**src/rtl/rr_arb_pkg.sv**
```systemverilog
// Shared types and helpers for the round-robin arbitration path.
// Imported by rr_pick and rr_grant_controller.
package rr_arb_pkg;

  typedef enum logic {
    IDLE  = 1'b0,
    GRANT = 1'b1
  } rr_state_t;

  // Index width for n requesters; never narrower than one bit.
  function automatic int unsigned id_width(input int unsigned n);
    return (n > 2) ? $clog2(n) : 1;
  endfunction

  // Next index modulo n by compare-and-wrap, so non-power-of-2 n works.
  function automatic int unsigned wrap_inc(input int unsigned idx, input int unsigned n);
    return (idx >= n - 1) ? 0 : idx + 1;
  endfunction

endpackage

```
**src/rtl/rr_pick.sv**
```systemverilog
// Combinational rotating first-one finder: searches req starting at ptr+1,
// wrapping modulo N, and reports the first set index.
module rr_pick
  import rr_arb_pkg::*;
#(
  parameter int unsigned N  = 8,
  parameter int unsigned IW = id_width(N)
) (
  input  logic [N-1:0]  req,
  input  logic [IW-1:0] ptr,
  output logic [IW-1:0] win,
  output logic          any
);

  logic [IW-1:0] idx;

  always_comb begin
    win = '0;
    any = 1'b0;
    idx = ptr;
    for (int unsigned i = 0; i < N; i++) begin
      idx = IW'(wrap_inc(32'(idx), N));
      if (!any && req[idx]) begin
        any = 1'b1;
        win = idx;
      end
    end
  end

endmodule

```
**src/rtl/rr_grant_controller.sv**
```systemverilog
// Round-robin req/rel grant sequencer with registered one-hot grant.
// Optional forced revoke after MAX_HOLD cycles when RR_TIMEOUT_EN is defined.
module rr_grant_controller
  import rr_arb_pkg::*;
#(
  parameter int unsigned N_REQ    = 8,
  parameter int unsigned MAX_HOLD = 16
) (
  input  logic                          clk,
  input  logic                          rst,
  input  logic [N_REQ-1:0]              req,
  input  logic [N_REQ-1:0]              rel,
  output logic [N_REQ-1:0]              gnt,
  output logic [id_width(N_REQ)-1:0]    gnt_id,
  output logic                          gnt_valid,
  output logic                          timeout,
  output logic [id_width(N_REQ)-1:0]    timeout_id
);

  localparam int unsigned IW = id_width(N_REQ);

  if (N_REQ < 2 || MAX_HOLD < 2) begin : g_bad_params
    $error("rr_grant_controller: N_REQ and MAX_HOLD must both be >= 2");
  end

  rr_state_t        state, state_n;
  logic [IW-1:0]    ptr, ptr_n, id_n;
  logic [N_REQ-1:0] gnt_n;
  logic [IW-1:0]    win;
  logic             any;
  logic             released;
  logic             expire;

  rr_pick #(.N(N_REQ), .IW(IW)) u_pick (
    .req (req),
    .ptr (ptr),
    .win (win),
    .any (any)
  );

  // Only the owner's rel counts; the owner dropping req is an implicit release.
  assign released  = rel[gnt_id] | ~req[gnt_id];
  assign gnt_valid = |gnt;

`ifdef RR_TIMEOUT_EN
  localparam int unsigned HW = $clog2(MAX_HOLD + 1);

  logic [HW-1:0] hold_cnt;

  assign expire = (hold_cnt == HW'(MAX_HOLD - 1));

  always_ff @(posedge clk or posedge rst) begin
    if (rst) begin
      hold_cnt   <= '0;
      timeout    <= 1'b0;
      timeout_id <= '0;
    end else begin
      hold_cnt   <= (state == GRANT) ? hold_cnt + HW'(1) : '0;
      timeout    <= (state == GRANT) && !released && expire;
      timeout_id <= ((state == GRANT) && !released && expire) ? gnt_id : '0;
    end
  end
`else
  assign expire     = 1'b0;
  assign timeout    = 1'b0;
  assign timeout_id = '0;
`endif

  always_comb begin
    state_n = state;
    gnt_n   = gnt;
    id_n    = gnt_id;
    ptr_n   = ptr;
    unique case (state)
      IDLE: begin
        if (any) begin
          state_n    = GRANT;
          gnt_n      = '0;
          gnt_n[win] = 1'b1;
          id_n       = win;
        end
      end
      GRANT: begin
        // A revoke is the same transition as a release; release wins the pulse.
        if (released || expire) begin
          state_n = IDLE;
          gnt_n   = '0;
          ptr_n   = gnt_id;
        end
      end
      default: state_n = IDLE;
    endcase
  end

  always_ff @(posedge clk or posedge rst) begin
    if (rst) begin
      state  <= IDLE;
      gnt    <= '0;
      gnt_id <= '0;
      ptr    <= IW'(N_REQ - 1);
    end else begin
      state  <= state_n;
      gnt    <= gnt_n;
      gnt_id <= id_n;
      ptr    <= ptr_n;
    end
  end

endmodule

```
**config.mk**
```make
export PLATFORM = sky130hd
export DESIGN_NAME = rr_grant_controller
export DESIGN_NICKNAME = d
export VERILOG_FILES = /design/src/rtl/rr_arb_pkg.sv /design/src/rtl/rr_pick.sv /design/src/rtl/rr_grant_controller.sv
export SDC_FILE = /design/constraint.sdc
export NUM_CORES = 1
export LEC_CHECK = 0
export ABC_AREA = 1
export ABC_CLOCK_PERIOD_IN_PS = 6710
export BUFFER_PORTS_ARGS = -buffer_cell sky130_fd_sc_hd__buf_2
export CAP_MARGIN = 20
export CORE_ASPECT_RATIO = 0.5
export CORE_MARGIN = 2
export CORE_UTILIZATION = 57
export DETAILED_ROUTE_END_ITERATION = 6
export PLACE_DENSITY_LB_ADDON = 0.25
export SLEW_MARGIN = 20
export SYNTH_ARGS = -nofsm -noshare
export SYNTH_HDL_FRONTEND = slang
export SYNTH_SLANG_ARGS = --single-unit
```
**constraint.sdc**
```tcl
create_clock -name clk -period 6.71 [get_ports clk]
set_input_delay 0 -clock clk [delete_from_list [all_inputs] [get_ports clk]]
set_output_delay 0 -clock clk [all_outputs]
set_load 0.02 [all_outputs]
```
==> impl_metrics.yaml <==
outcome:
  status: "finished, final reports clean"
layout:
  finalNetCount: 377
  multi_input_area_um2: 1320
  final_util_pct: 68.3
  final_cell_mix: "111 x nand2_1, 42 x nand3_1, 40 x inv_1"
  drive_gt1_share_pct: 18.8
  syn_to_final_growth_pct: 10.4
  layout.cells.most_common: "nand2_1"
  seqCellArea_um2: 379
  diodes: 0
  n_fill_cell: 278
global_routing:
  antenna_found_initial: 0
  grt_max_degree: 16
  overflow: 0
  gr-usage-all-layers_pct: 28.8
  first_global_vias: 1902
  grt_pass1_wl_um: 8650
detailed_routing:
  drt_iter0_drc: 192
  drt_wl_total_um: 5120
  drt-pass1-iter-count: 5
  met2_length_um: 2290
  drc: 0
  ant_nets: 0
  viasPerCell: 5.42
  vias: 2088
  wl_met3_um: 463
  wl_per_cell_um: 13.3
  met1Wirelength_um: 2340
  top_layer: "met4"
placed_design:
  port_buffers: 29
  dp.final_hpwl_um: 4160
  gp_congestion: 0.984
die:
  core_area_um2: 3100
  start_util_pct: 61.9
  io_pins: 34
  rows: 14
  die_h_um: 45.0
  die_w_um: 86.0
  die_area_um2: 3870
clock_network:
  path_clk_slew_ns: 0.06
  cts_setup_buffers: 0
  clkSinkCount: 15
  clk_path_buf_depth: 2
  cts_buffers: 3
  clk_latency_ns: 0.25
  cts_root_buf: "clkbuf_8"
  htree_levels: 1
  cts_tree: "yes"
worst_setup_path:
  critPathMaxStageDelay_ns: 0.72
  start_kind: "register"
  cp_max_fo: 14
  cp_data_arrival_time_ns: 5.96
  critPathRequiredTime_ns: 6.90
  slowest_stage: "dfstp_2"
  end_kind: "register"
  cp_num_buf_inv: 11
  path_class: "register to register"
  path_delay_family: "simple AND/OR/NAND/NOR gates"
sta:
  post-route-period-util_pct: 85.9
  finalSetupViolCount: 0
  fmax_ghz: 0.173
  drv_slew: 0
  worst_pin_slew_ns: 0.537
  relSlewSlack_pct: 64.1
  hold_viol: 0
  rsz0062_at_grt: "false"
  fin_crit_ns: 5.77
  fin_skew_ns: 0.00488
  tns_ns: 0
synthesis:
  synth_cell_type_count: 30
  synth_cells: 316
  ys_seq_area_share_pct: 19.8
  synth_warnings: 0
  ys_seq_elements: 15
  syn_area_um2: 1920
  synth_area_per_cell_um2: 6.07
run:
  cap_violations: 0
worst_hold_path:
  hold_path_class: "input port to register"
[cell families (layout without fill, tap and decap cells)]
kind of cell               Yosys count  count (layout)  synth area share (%)
and+or+nand+nor                    216             216                  52.6
buffers and inverters               51              77                  12.1
AOI/OAI and AO/OA                   20              20                  6.78
DFF                                 15              15                  19.8
adders and majority gates           13              13                  8.48
other                                1               4                 0.196
[state kept, by name, indices dropped and copies added, names as in the netlist]
name and cells:
state 1, ptr 3, gnt_id 3, gnt 8
[metrics by stage]
step | hold WS, ns | cells | setup WS, ns | cell area (um^2)
finish | 0.310 | 385 | 0.943 | 2120
global route | 0.352 | 385 | 0.276 | 2120
CTS | 0.294 | 385 | 1.02 | 2120
detailed placement | 0.0694 | 380 | 1.06 | 2060
global placement | 0.0660 | 380 | 1.29 | 2060
floorplan | -0.101 | 319 | 1.85 | 1930
[path summary, 6_finish.rpt]
| kind | slack (ns) | depth (start not counted) | to | from |
|---|---|---|---|---|
| worst max-delay path | 0.94 | 39 | gnt[5]$_DFFE_PP0P_ | ptr[0]$_DFFE_PP1P_ |
| worst min-delay path | 0.31 | 6 | state$_DFF_PP0_ | rel[7] |
| worst max register to register | 0.94 | 39 | gnt[5]$_DFFE_PP0P_ | ptr[0]$_DFFE_PP1P_ |
| worst min register to register | 0.50 | 2 | gnt[5]$_DFFE_PP0P_ | gnt[5]$_DFFE_PP0P_ |
| max in group asynchronous | 6.00 | 3 | ptr[0]$_DFFE_PP1P_ | rst |
| min in group asynchronous | 0.34 | 3 | gnt[2]$_DFFE_PP0P_ | rst |
[Yosys cell counts, drive strengths merged]
cell      n  area [um^2]
a21oi     3         26.3
buf       7         60.1
clkbuf    1         3.75
conb      1         3.75
dfrtp    12          300
dfstp     3         78.8
ha       13          163
inv      43          169
nand2   125          519
nand3    48          285
nand3b    1         7.51
nand4     4         25.0
nor2     33          141
nor2b     1         6.26
nor3      1         5.00
nor3b     1         7.51
nor4      2         12.5
o21ai    14         77.6
o32ai     3         26.3
[tightest hold or removal path, stage by stage]
cell     delay (ns)
buf_2          0.08
o32ai_1        0.07
nand2_1        0.06
nand3_1        0.06
nand2_1        0.14
o21ai_0        0.10
[metal layers]
layer | vias up | global-route usage [%]
met2 | 87 | 48.1
met3 | 6 | 5.30
met4 | 0 | 6.03
met5 | - | 0
met1 | 941 | 39.8
li1 | 1054 | -
[cell type report]
class	instances	area share [%]
Clock inverter	1	0.236
Sequential cell	15	17.9
Multi-Input combinational cell	253	62.2
Clock buffer	3	1.95
Tap cell	40	2.36
Timing Repair Buffer	30	7.33
Inverter	43	7.98
[timing repair]
action                    in CTS  in global routing
hold buffers                   1                  0
hold endpoints to repair      12                  0
resized for setup              0                  0
Power is not shown: default switching activity piles up to over one toggle a cycle in this logic, so the estimate is an artifact.
